### config.mk
export PLATFORM = sky130hd
export DESIGN_NAME = lsu
export DESIGN_NICKNAME = d
export VERILOG_FILES = /design/src/rtl/lsu_pkg.sv /design/src/rtl/lsu_align.sv /design/src/rtl/lsu.sv
export SDC_FILE = /design/constraint.sdc
export NUM_CORES = 1
export LEC_CHECK = 0
export BUFFER_PORTS_ARGS = -buffer_cell sky130_fd_sc_hd__buf_2
export CORE_ASPECT_RATIO = 0.6
export CORE_UTILIZATION = 53
export CTS_CLUSTER_SIZE = 40
export DETAILED_ROUTE_END_ITERATION = 16
export PLACE_DENSITY_LB_ADDON = 0.25
export SYNTH_ARGS = -nofsm -noshare
export SYNTH_HDL_FRONTEND = slang
export SYNTH_SLANG_ARGS = --single-unit
### constraint.sdc
create_clock -name clk -period 3.5 [get_ports clk]
set_clock_uncertainty 0.1 [all_clocks]
set_input_delay 1.05 -clock clk [delete_from_list [all_inputs] [get_ports clk]]
set_output_delay 1.05 -clock clk [all_outputs]
set_load 0.1 [all_outputs]
### src/rtl/lsu_pkg.sv
// Shared types and constants for the load/store unit.
package lsu_pkg;

  localparam logic [6:0] OP_LOAD  = 7'b0000011;
  localparam logic [6:0] OP_STORE = 7'b0100011;

  typedef enum logic [2:0] {
    Funct3B  = 3'b000,
    Funct3H  = 3'b001,
    Funct3W  = 3'b010,
    Funct3Bu = 3'b100,
    Funct3Hu = 3'b101
  } funct3_e;

  typedef enum logic [1:0] {
    SzB,
    SzH,
    SzW
  } size_t;

  typedef enum logic [2:0] {
    StIdle,
    StReq,
    StWait,
    StReq2,
    StWait2,
    StResp
  } lsu_state_t;

  // Byte-enable pattern of an access of the given size at lane 0.
  function automatic logic [3:0] size_mask(size_t sz);
    case (sz)
      SzB:     return 4'b0001;
      SzH:     return 4'b0011;
      SzW:     return 4'b1111;
      default: return 4'b0001;
    endcase
  endfunction

endpackage

### src/rtl/lsu_align.sv
// Lane steering for the LSU: byte enables and store-data placement from the access offset,
// plus read-data extraction and sign/zero extension. Purely combinational.
module lsu_align
  import lsu_pkg::*;
(
  input  size_t       i_size,
  input  logic [1:0]  i_off,
  input  logic        i_unsigned,
  input  logic [31:0] i_wdata,
  input  logic [63:0] i_rdata,    // {second word, first word}
  output logic [7:0]  o_be8,      // [3:0] first word, [7:4] second word
  output logic [31:0] o_wdata,
  output logic [31:0] o_ldata
);

  logic [4:0]  w_shamt;
  logic [63:0] w_wdata64;
  logic [31:0] w_rshift;

  assign w_shamt   = {i_off, 3'b000};
  assign o_be8     = {4'b0000, size_mask(i_size)} << i_off;
  // Rotation puts each byte on its lane for both the first and the spill-over word.
  assign w_wdata64 = {32'h0, i_wdata} << w_shamt;
  assign o_wdata   = w_wdata64[31:0] | w_wdata64[63:32];
  assign w_rshift  = 32'(i_rdata >> w_shamt);

  // Extend the extracted field to 32 bits.
  always_comb begin
    o_ldata = w_rshift;
    unique case (i_size)
      SzB:     o_ldata = i_unsigned ? {24'h0, w_rshift[7:0]}
                                    : {{24{w_rshift[7]}}, w_rshift[7:0]};
      SzH:     o_ldata = i_unsigned ? {16'h0, w_rshift[15:0]}
                                    : {{16{w_rshift[15]}}, w_rshift[15:0]};
      default: o_ldata = w_rshift;
    endcase
  end

endmodule

### src/rtl/lsu.sv
// Load/store unit: decodes a memory instruction, drives a word-addressed req/gnt/rvalid bus
// and returns extended load data. One transaction in flight.
// Optional feature: LSU_MISALIGN_SPLIT_EN splits word-crossing H/W accesses into two beats;
// without it, misaligned H/W accesses complete with an error and no bus traffic.
module lsu
  import lsu_pkg::*;
#(
  parameter int unsigned ADDR_W   = 32,
  parameter logic [31:0] MEM_BASE = 32'h0
) (
  input  logic              clk,
  input  logic              rst_n,
  input  logic              i_req_valid,
  output logic              o_req_ready,
  input  logic [31:0]       i_req_instr,
  input  logic [31:0]       i_req_base,
  input  logic [31:0]       i_req_wdata,
  output logic              o_rsp_valid,
  output logic [31:0]       o_rsp_rdata,
  output logic              o_rsp_err,
  output logic [31:0]       o_rsp_addr,
  output logic              o_bus_req,
  input  logic              i_bus_gnt,
  output logic [ADDR_W-1:0] o_bus_addr,
  output logic              o_bus_we,
  output logic [3:0]        o_bus_be,
  output logic [31:0]       o_bus_wdata,
  input  logic              i_bus_rvalid,
  input  logic [31:0]       i_bus_rdata,
  input  logic              i_bus_err
);

  lsu_state_t        r_state;
  logic              r_req_ready;
  logic              r_rsp_valid;
  logic [31:0]       r_rsp_rdata;
  logic              r_rsp_err;
  logic [31:0]       r_rsp_addr;
  logic              r_bus_req;
  logic [ADDR_W-1:0] r_bus_addr;
  logic              r_bus_we;
  logic [3:0]        r_bus_be;
  logic [31:0]       r_bus_wdata;
  logic [31:0]       r_ea;
  size_t             r_size;
  logic              r_unsigned;
  logic              r_we;
`ifdef LSU_MISALIGN_SPLIT_EN
  logic [3:0]        r_be_hi;
  logic [31:0]       r_rdata1;
`endif

  logic [6:0]  w_opcode;
  logic [2:0]  w_funct3;
  logic [31:0] w_imm_i;
  logic [31:0] w_imm_s;
  logic        w_is_load;
  logic        w_is_store;
  logic [31:0] w_ea;
  size_t       w_size;
  logic        w_f3_ok;
  logic        w_err;
  logic        w_sel_new;
  size_t       w_al_size;
  logic [1:0]  w_al_off;
  logic [63:0] w_al_rdata;
  logic [7:0]  w_be8;
  logic [31:0] w_wdata;
  logic [31:0] w_ldata;
  logic        w_unused;

  assign w_opcode   = i_req_instr[6:0];
  assign w_funct3   = i_req_instr[14:12];
  assign w_imm_i    = {{20{i_req_instr[31]}}, i_req_instr[31:20]};
  assign w_imm_s    = {{20{i_req_instr[31]}}, i_req_instr[31:25], i_req_instr[11:7]};
  assign w_is_load  = (w_opcode == OP_LOAD);
  assign w_is_store = (w_opcode == OP_STORE);
  assign w_ea       = i_req_base + (w_is_store ? w_imm_s : w_imm_i);

  // Decode access size and legality of funct3 for the presented opcode.
  always_comb begin
    w_size  = SzB;
    w_f3_ok = 1'b0;
    case (w_funct3)
      Funct3B:  begin w_size = SzB; w_f3_ok = 1'b1;      end
      Funct3H:  begin w_size = SzH; w_f3_ok = 1'b1;      end
      Funct3W:  begin w_size = SzW; w_f3_ok = 1'b1;      end
      Funct3Bu: begin w_size = SzB; w_f3_ok = w_is_load; end
      Funct3Hu: begin w_size = SzH; w_f3_ok = w_is_load; end
      default:  begin w_size = SzB; w_f3_ok = 1'b0;      end
    endcase
  end

`ifdef LSU_MISALIGN_SPLIT_EN
  assign w_err    = !(w_is_load || w_is_store) || !w_f3_ok;
  assign w_unused = ^i_req_instr[19:15];
`else
  logic w_misalign;
  assign w_misalign = ((w_size == SzH) && w_ea[0]) || ((w_size == SzW) && (w_ea[1:0] != 2'b00));
  assign w_err      = !(w_is_load || w_is_store) || !w_f3_ok || w_misalign;
  assign w_unused   = ^{i_req_instr[19:15], w_be8[7:4]};
`endif

  // The aligner sees the incoming request while idle and the latched access otherwise.
  assign w_sel_new = (r_state == StIdle);
  assign w_al_size = w_sel_new ? w_size : r_size;
  assign w_al_off  = w_sel_new ? w_ea[1:0] : r_ea[1:0];
`ifdef LSU_MISALIGN_SPLIT_EN
  assign w_al_rdata = (r_state == StWait2) ? {i_bus_rdata, r_rdata1} : {32'h0, i_bus_rdata};
`else
  assign w_al_rdata = {32'h0, i_bus_rdata};
`endif

  lsu_align u_align (
    .i_size     (w_al_size),
    .i_off      (w_al_off),
    .i_unsigned (r_unsigned),
    .i_wdata    (i_req_wdata),
    .i_rdata    (w_al_rdata),
    .o_be8      (w_be8),
    .o_wdata    (w_wdata),
    .o_ldata    (w_ldata)
  );

  // Transaction FSM with registered bus and response outputs.
  always_ff @(posedge clk or negedge rst_n) begin
    if (!rst_n) begin
      r_state     <= StIdle;
      r_req_ready <= 1'b1;
      r_rsp_valid <= 1'b0;
      r_rsp_rdata <= 32'h0;
      r_rsp_err   <= 1'b0;
      r_rsp_addr  <= 32'h0;
      r_bus_req   <= 1'b0;
      r_bus_addr  <= '0;
      r_bus_we    <= 1'b0;
      r_bus_be    <= 4'h0;
      r_bus_wdata <= 32'h0;
      r_ea        <= 32'h0;
      r_size      <= SzB;
      r_unsigned  <= 1'b0;
      r_we        <= 1'b0;
`ifdef LSU_MISALIGN_SPLIT_EN
      r_be_hi     <= 4'h0;
      r_rdata1    <= 32'h0;
`endif
    end else begin
      r_rsp_valid <= 1'b0;
      unique case (r_state)
        StIdle: begin
          if (i_req_valid) begin
            r_req_ready <= 1'b0;
            r_ea        <= w_ea;
            r_size      <= w_size;
            r_unsigned  <= w_funct3[2];
            r_we        <= w_is_store;
            if (w_err) begin
              r_state     <= StResp;
              r_rsp_valid <= 1'b1;
              r_rsp_err   <= 1'b1;
              r_rsp_rdata <= 32'h0;
              r_rsp_addr  <= w_ea + MEM_BASE;
            end else begin
              r_state     <= StReq;
              r_bus_req   <= 1'b1;
              r_bus_addr  <= {w_ea[ADDR_W-1:2], 2'b00};
              r_bus_we    <= w_is_store;
              r_bus_be    <= w_be8[3:0];
              r_bus_wdata <= w_is_store ? w_wdata : 32'h0;
`ifdef LSU_MISALIGN_SPLIT_EN
              r_be_hi     <= w_be8[7:4];
`endif
            end
          end
        end
        StReq: begin
          if (i_bus_gnt) begin
            r_bus_req <= 1'b0;
            r_state   <= StWait;
          end
        end
        StWait: begin
          if (i_bus_rvalid) begin
            if (i_bus_err) begin
              r_state     <= StResp;
              r_rsp_valid <= 1'b1;
              r_rsp_err   <= 1'b1;
              r_rsp_rdata <= 32'h0;
              r_rsp_addr  <= r_ea + MEM_BASE;
`ifdef LSU_MISALIGN_SPLIT_EN
            end else if (r_be_hi != 4'h0) begin
              r_rdata1   <= i_bus_rdata;
              r_bus_req  <= 1'b1;
              r_bus_addr <= r_bus_addr + ADDR_W'(4);
              r_bus_be   <= r_be_hi;
              r_state    <= StReq2;
`endif
            end else begin
              r_state     <= StResp;
              r_rsp_valid <= 1'b1;
              r_rsp_err   <= 1'b0;
              r_rsp_rdata <= r_we ? 32'h0 : w_ldata;
              r_rsp_addr  <= r_ea + MEM_BASE;
            end
          end
        end
`ifdef LSU_MISALIGN_SPLIT_EN
        StReq2: begin
          if (i_bus_gnt) begin
            r_bus_req <= 1'b0;
            r_state   <= StWait2;
          end
        end
        StWait2: begin
          if (i_bus_rvalid) begin
            r_state     <= StResp;
            r_rsp_valid <= 1'b1;
            r_rsp_err   <= i_bus_err;
            r_rsp_rdata <= (i_bus_err || r_we) ? 32'h0 : w_ldata;
            r_rsp_addr  <= r_ea + MEM_BASE;
          end
        end
`endif
        StResp: begin
          r_state     <= StIdle;
          r_req_ready <= 1'b1;
        end
        default: begin
          r_state     <= StIdle;
          r_req_ready <= 1'b1;
          r_bus_req   <= 1'b0;
        end
      endcase
    end
  end

  assign o_req_ready = r_req_ready;
  assign o_rsp_valid = r_rsp_valid;
  assign o_rsp_rdata = r_rsp_rdata;
  assign o_rsp_err   = r_rsp_err;
  assign o_rsp_addr  = r_rsp_addr;
  assign o_bus_req   = r_bus_req;
  assign o_bus_addr  = r_bus_addr;
  assign o_bus_we    = r_bus_we;
  assign o_bus_be    = r_bus_be;
  assign o_bus_wdata = r_bus_wdata;

endmodule

# == Word-level counts from Yosys, hierarchy flattened ==
# Cells that the tools add are included.
# Widths: inputs -> output; s select.
# totals
ff_bits,174
latchBits,0
ram_bits,0
romBits,0
input_bits,134
output_inout_bits,137
word_cells,105
memories,0
# classes
addsub,1
multipliers,0
div,0
n_lt_le_gt_ge,0
eq_ne,18
shifts,3
n_mux,40
bitwise_logic,4
reduce_logical,24
# ops
op,n
$mux 32,11
$pmux 32 s2,3
$shl 32x5->64,1
$add 32x32->32,1
$or 32x32->32,1
$shr 32x5->32,1
$mux 3,4
$mux 1,11
$ne 2x2->1 const B,5
$eq 3x3->1 const B,3
$pmux 3 s3,1
$pmux 1 s2,4
$pmux 4 s2,1
$reduce_and 4->1,2
$reduce_or 2->1,4
$eq 7x2->1 const B,1
$eq 7x6->1 const B,1
$eq 3x1->1 const B,2
$eq 3x2->1 const B,2
$logic_not 3->1,2
$reduce_and 3->1,2
$mux 5,1
$eq 2x1->1 const B,2
$eq 2x2->1 const B,2
other kinds (12),22

# == Longest topological paths before layout ==
# depth
word_depth,11
depth_mapped,16
mapped_depth_nobuf,16

# == Hierarchy ==
# From an unflattened synthesis, not the netlist that was laid out.
# hier_totals
cells_unflattened,1156
hier_area_um2,10749.1
# modules_own_cells
module,instances,cells_each,area_each_um2,seq_area_each_um2
lsu,1,995,8826.0,4355.4
lsu_align,1,161,1923.1,0.0

# == Worst setup path before layout ==
# No wires, ideal clock.
# synth_path
path_kind,input to register
from,input i_req_instr[3]
to,register r_bus_wdata[13] (netlist: o_bus_wdata[13])
setup_time_ns,0.122
arrival_ns,4.095
required_time_ns,3.278
path_slack_ns,-0.817
stages,12
path_buffers,2
path_cell_list,nor2_1 > nand3_1 > nor3_1 > nand2_1 > mux2_2 > ha_1 > fa_1 > mux2i_1 > clkbuf_1 > clkbuf_1 > mux4_2 > a22o_1
# synth_between
elab_chain_cells,9
elab_cells_between_ends,20
cone_classes,add/sub: 1; eq/ne: 2; shift: 1; mux: 4; bitwise: 2; reduce/logical: 10
# synth_lines
item,line_no,rtl
start: declaration,lsu.sv:15,"input logic [31:0] i_req_instr,"
$eq 7x6->1 (*),lsu.sv:77,assign w_is_store = (w_opcode == OP_STORE);
$mux 5 (*),lsu.sv:78,assign w_ea = i_req_base + (w_is_store ? w_imm_s : w_imm_i);
$add 32x32->32 (*),lsu.sv:78,
net w_ea[1],lsu.sv:59,logic [31:0] w_ea;
branches (longest 6 deep; another with $shl 32x5->64),-,
end signal: assignment,lsu.sv:169,r_bus_wdata <= w_is_store ? w_wdata : 32'h0;
end: declaration,lsu.sv:43,logic [31:0] r_bus_wdata;
# Mark *: on every way through the listed nets, which the timed path passes.
# A chain may end at the register's enable or synchronous reset.

# == Worst setup path after layout ==
# layout_path
from,input i_req_instr[3]
to,register r_ea[30]
# layout_between
elab_chain_cells,3
# layout_lines
item,line_no,rtl
$eq 7x6->1,lsu.sv:77,
$mux 5,lsu.sv:78,
$add 32x32->32,lsu.sv:78,
end signal: assignment,lsu.sv:153,r_ea <= w_ea;
end: declaration,lsu.sv:44,logic [31:0] r_ea;
# No other way between the ends.

==> results.toml <==
[outcome]
status = "finished, violations left"
violations = "negative setup slack"

[logic_synthesis]
ys_types = 63
yosysWarnings = 0
synth_edf_count = 0
yosysTopAreaCellShare_pct = 44.7
synth_seq_cells = 174
synth_flop_cell = "dfrtp_1"
postSynthAreaPerCell_um2 = 9.90
synth_area_um2 = 9680
synthArstFlopShare_pct = 100
synth_area_leader_cell = "dfrtp_1"
synth_area_leaders = "dfrtp_1 (45%), mux4_2 (7.0%), nand2_1 (6.6%)"
seq_area_frac_synth_pct = 45.0
synth_cells = 978

[drt]
drc = 0
drt_iter0_markers = 1249
num_vias = 10445
drtPass1Iterations = 6
viasPerCell = 6.37
wl_per_cell_um = 22.4
wirelength_mm = 36.7
ant_nets = 0

[finish]
drive_above_1_share_pct = 49.9
final_common_cell = "buf_2"
fillCellCount = 949
nets = 1561
area_growth_pct = 53.5
final_cell_mix = "buf_2 (260), dfrtp_1 (173), nand2_1 (153), buf_4 (113), a21oi_1 (50)"

[sta]
rsz0062_at_grt = "yes"
finalSetupTns_ns = -42.36
hold_viol = 0
setup_ws_ns = -0.483
post-route-period-util_pct = 114
slew_headroom_pct = 49.5
finalSetupViolations = 157
fmax_mhz = 251
final_max_slew_viol_count = 0
tightest_slew_ns = 0.749
hold_ws_ns = 0.380
fin_crit_ns = 3.98

[worst_hold_path]
hold_class = "flop to flop"

[worst_setup_path]
r2r_slack_ns = 0.23
cp_top_family = "compound AO/OA/AOI/OAI gates"
critPathKind = "input port to flop"
r2r-end = "o_rsp_rdata[8]"
startpoint = "i_req_instr[3]"
critPathCapture = "r_ea[30]"
cp_slowest_cell = "fa_2"
crit_fanout = 3
path_buf_inv = 2
crit_path_end_kind = "flop"
arrival_ns = 4.16
crit_cells = 18
cp-start-kind = "input port"
ff2ff_path_depth = 7
cp.required_ns = 3.68
critPathMaxStageDelay_ns = 0.34
reg2reg_from = "r_state[0]"
cp_cell_sequence = "buf_6 > nor2_4 > nand3_2 > nor3_4 > nand2_2 > mux2_4 > ha_4 > fa_2 > a21o_1 > a21oi_4 > o211ai_1 > nand3_2 > nand3_4 > a31oi_4 > buf_6 > o31ai_4 > xnor2_2 > o21ai_1"

[power]
max-vdd-ir-drop_mv = 0.683
p_per_area_nw_per_um2 = 900
leakage_nw = 7.38

[clocking]
postCtsHoldBufs = 0
clockBufferDepth = 2
cts_tree = "yes"
clk_latency_ns = 0.43
clock_sinks = 174
cts_made_buffers = 17
root_buffer = "clkbuf_16"
clk_pin_slew_ns = 0.07
htree_levels = 4

[placement]
dp_hpwl_mm = 22.1
post-place-ws_ns = -0.975
portBuffers = 263
place_congestion = 0.943

[die]
die_x_um = 176
ios = 271
rows = 37
core_um2 = 17500
die-area_um2 = 18800
chipHeight_um = 107
start_util_pct = 55.3

[grt]
grt_max_degree = 62
grt_pass1_vias = 9560
grt_antenna_before_repair = 1
track_usage_pct = 36.5
grt_pass1_wl_mm = 52.4
gr-total-overflow = 0

[job]
drv_cap = 0
==> worst min-delay path by stage <==
| stage | slack (ns) | cells past startpoint | endpoint | from |
|---|---|---|---|---|
| after floorplan | 0.34 | 2 | r_ea[2] | r_ea[2] |
| after global placement | 0.35 | 1 | o_bus_we | o_bus_we |
| after detailed placement | 0.37 | 1 | o_bus_be[1] | o_bus_be[1] |
| after CTS | 0.38 | 1 | o_bus_be[1] | o_bus_be[1] |
| after global routing | 0.40 | 1 | o_bus_be[1] | o_bus_be[1] |
| final | 0.38 | 1 | o_bus_be[1] | o_bus_be[1] |
==> per-layer routing <==
metal  vias to the layer above  share of wire (%)  global-route usage (%)
li1                       4420                  -                       -
met1                      5103                 40                    53.1
met2                       780                 45                    54.5
met3                       142                 11                    8.51
met4                         0                3.3                    10.4
met5                         -                  0                       0
==> cells in the mapped netlist, types with 16 or more instances <==
library cell / count
a21o_1: 20
dfrtp_1: 173
clkbuf_1: 49
mux2_2: 16
a22o_1: 47
xnor2_1: 19
a21oi_1: 67
ha_1: 34
o21ai_0: 106
nand3_1: 25
mux4_2: 30
nand2_1: 170
nor2_1: 50
==> report_power, final <==
part,internal [mW],total [mW],leakage (nW),switching [mW]
clock network,1.02,1.91,0.270,0.888
registers,2.57,3.00,2.29,0.436
logic,2.92,8.46,4.82,5.55
==> kinds of logic (layout without fill, tap and decap cells) <==
family | count (synthesis) | count (layout) | synth area share (%)
multiplexers | 54 | 54 | 10.1
adder cells (fa/ha/maj) | 35 | 35 | 4.60
XOR/XNOR | 29 | 29 | 2.62
AO/OA/AOI/OAI | 315 | 315 | 21.1
other | 1 | 3 | 0.0387
buffers and inverters | 80 | 504 | 3.55
AND/OR/NAND/NOR | 290 | 291 | 13.0
flip-flops | 174 | 174 | 45.0
==> through the flow <==
step	instances	utilization, %	cell area, µm²	total power [mW]
2_1_floorplan	979	-	10000	8.29
3_3_place_gp	1532	70.1	12300	9.81
3_5_place_dp	1532	70.1	12300	9.97
4_1_cts	1616	80.5	14100	12.7
5_1_grt	1639	84.9	14900	13.9
6_report	1639	84.9	14900	13.4
==> state kept, by name, summed over array words and instances (netlist names), 2 cells and up <==
name         count
o_bus_wdata     32
o_rsp_rdata     32
o_rsp_addr      32
r_state          3
r_ea            32
o_bus_addr      30
r_size           2
o_bus_be         4
==> layout make-up <==
| class | instances | area (µm²) | share of cell area, % |
|---|---|---|---|
| diodes | 1 | 2.50 | 0.0168 |
| clock buffers | 19 | 443 | 2.98 |
| clock inverters | 12 | 128 | 0.859 |
| inverters | 12 | 57.6 | 0.387 |
| multi-input cells | 726 | 6000 | 40.4 |
| flip-flops and latches | 174 | 4360 | 29.3 |
| well taps | 234 | 293 | 1.97 |
| repair buffers | 460 | 3560 | 24.0 |
| repair inverters | 1 | 16.3 | 0.109 |
==> what timing repair did <==
action                     CTS  global route
resized for setup          149           137
setup endpoints to repair  144           161
buffers inserted            42            33
pin swaps                  105            56
gates cloned                13             3
Note: power is estimated with default switching activity, not from simulation.
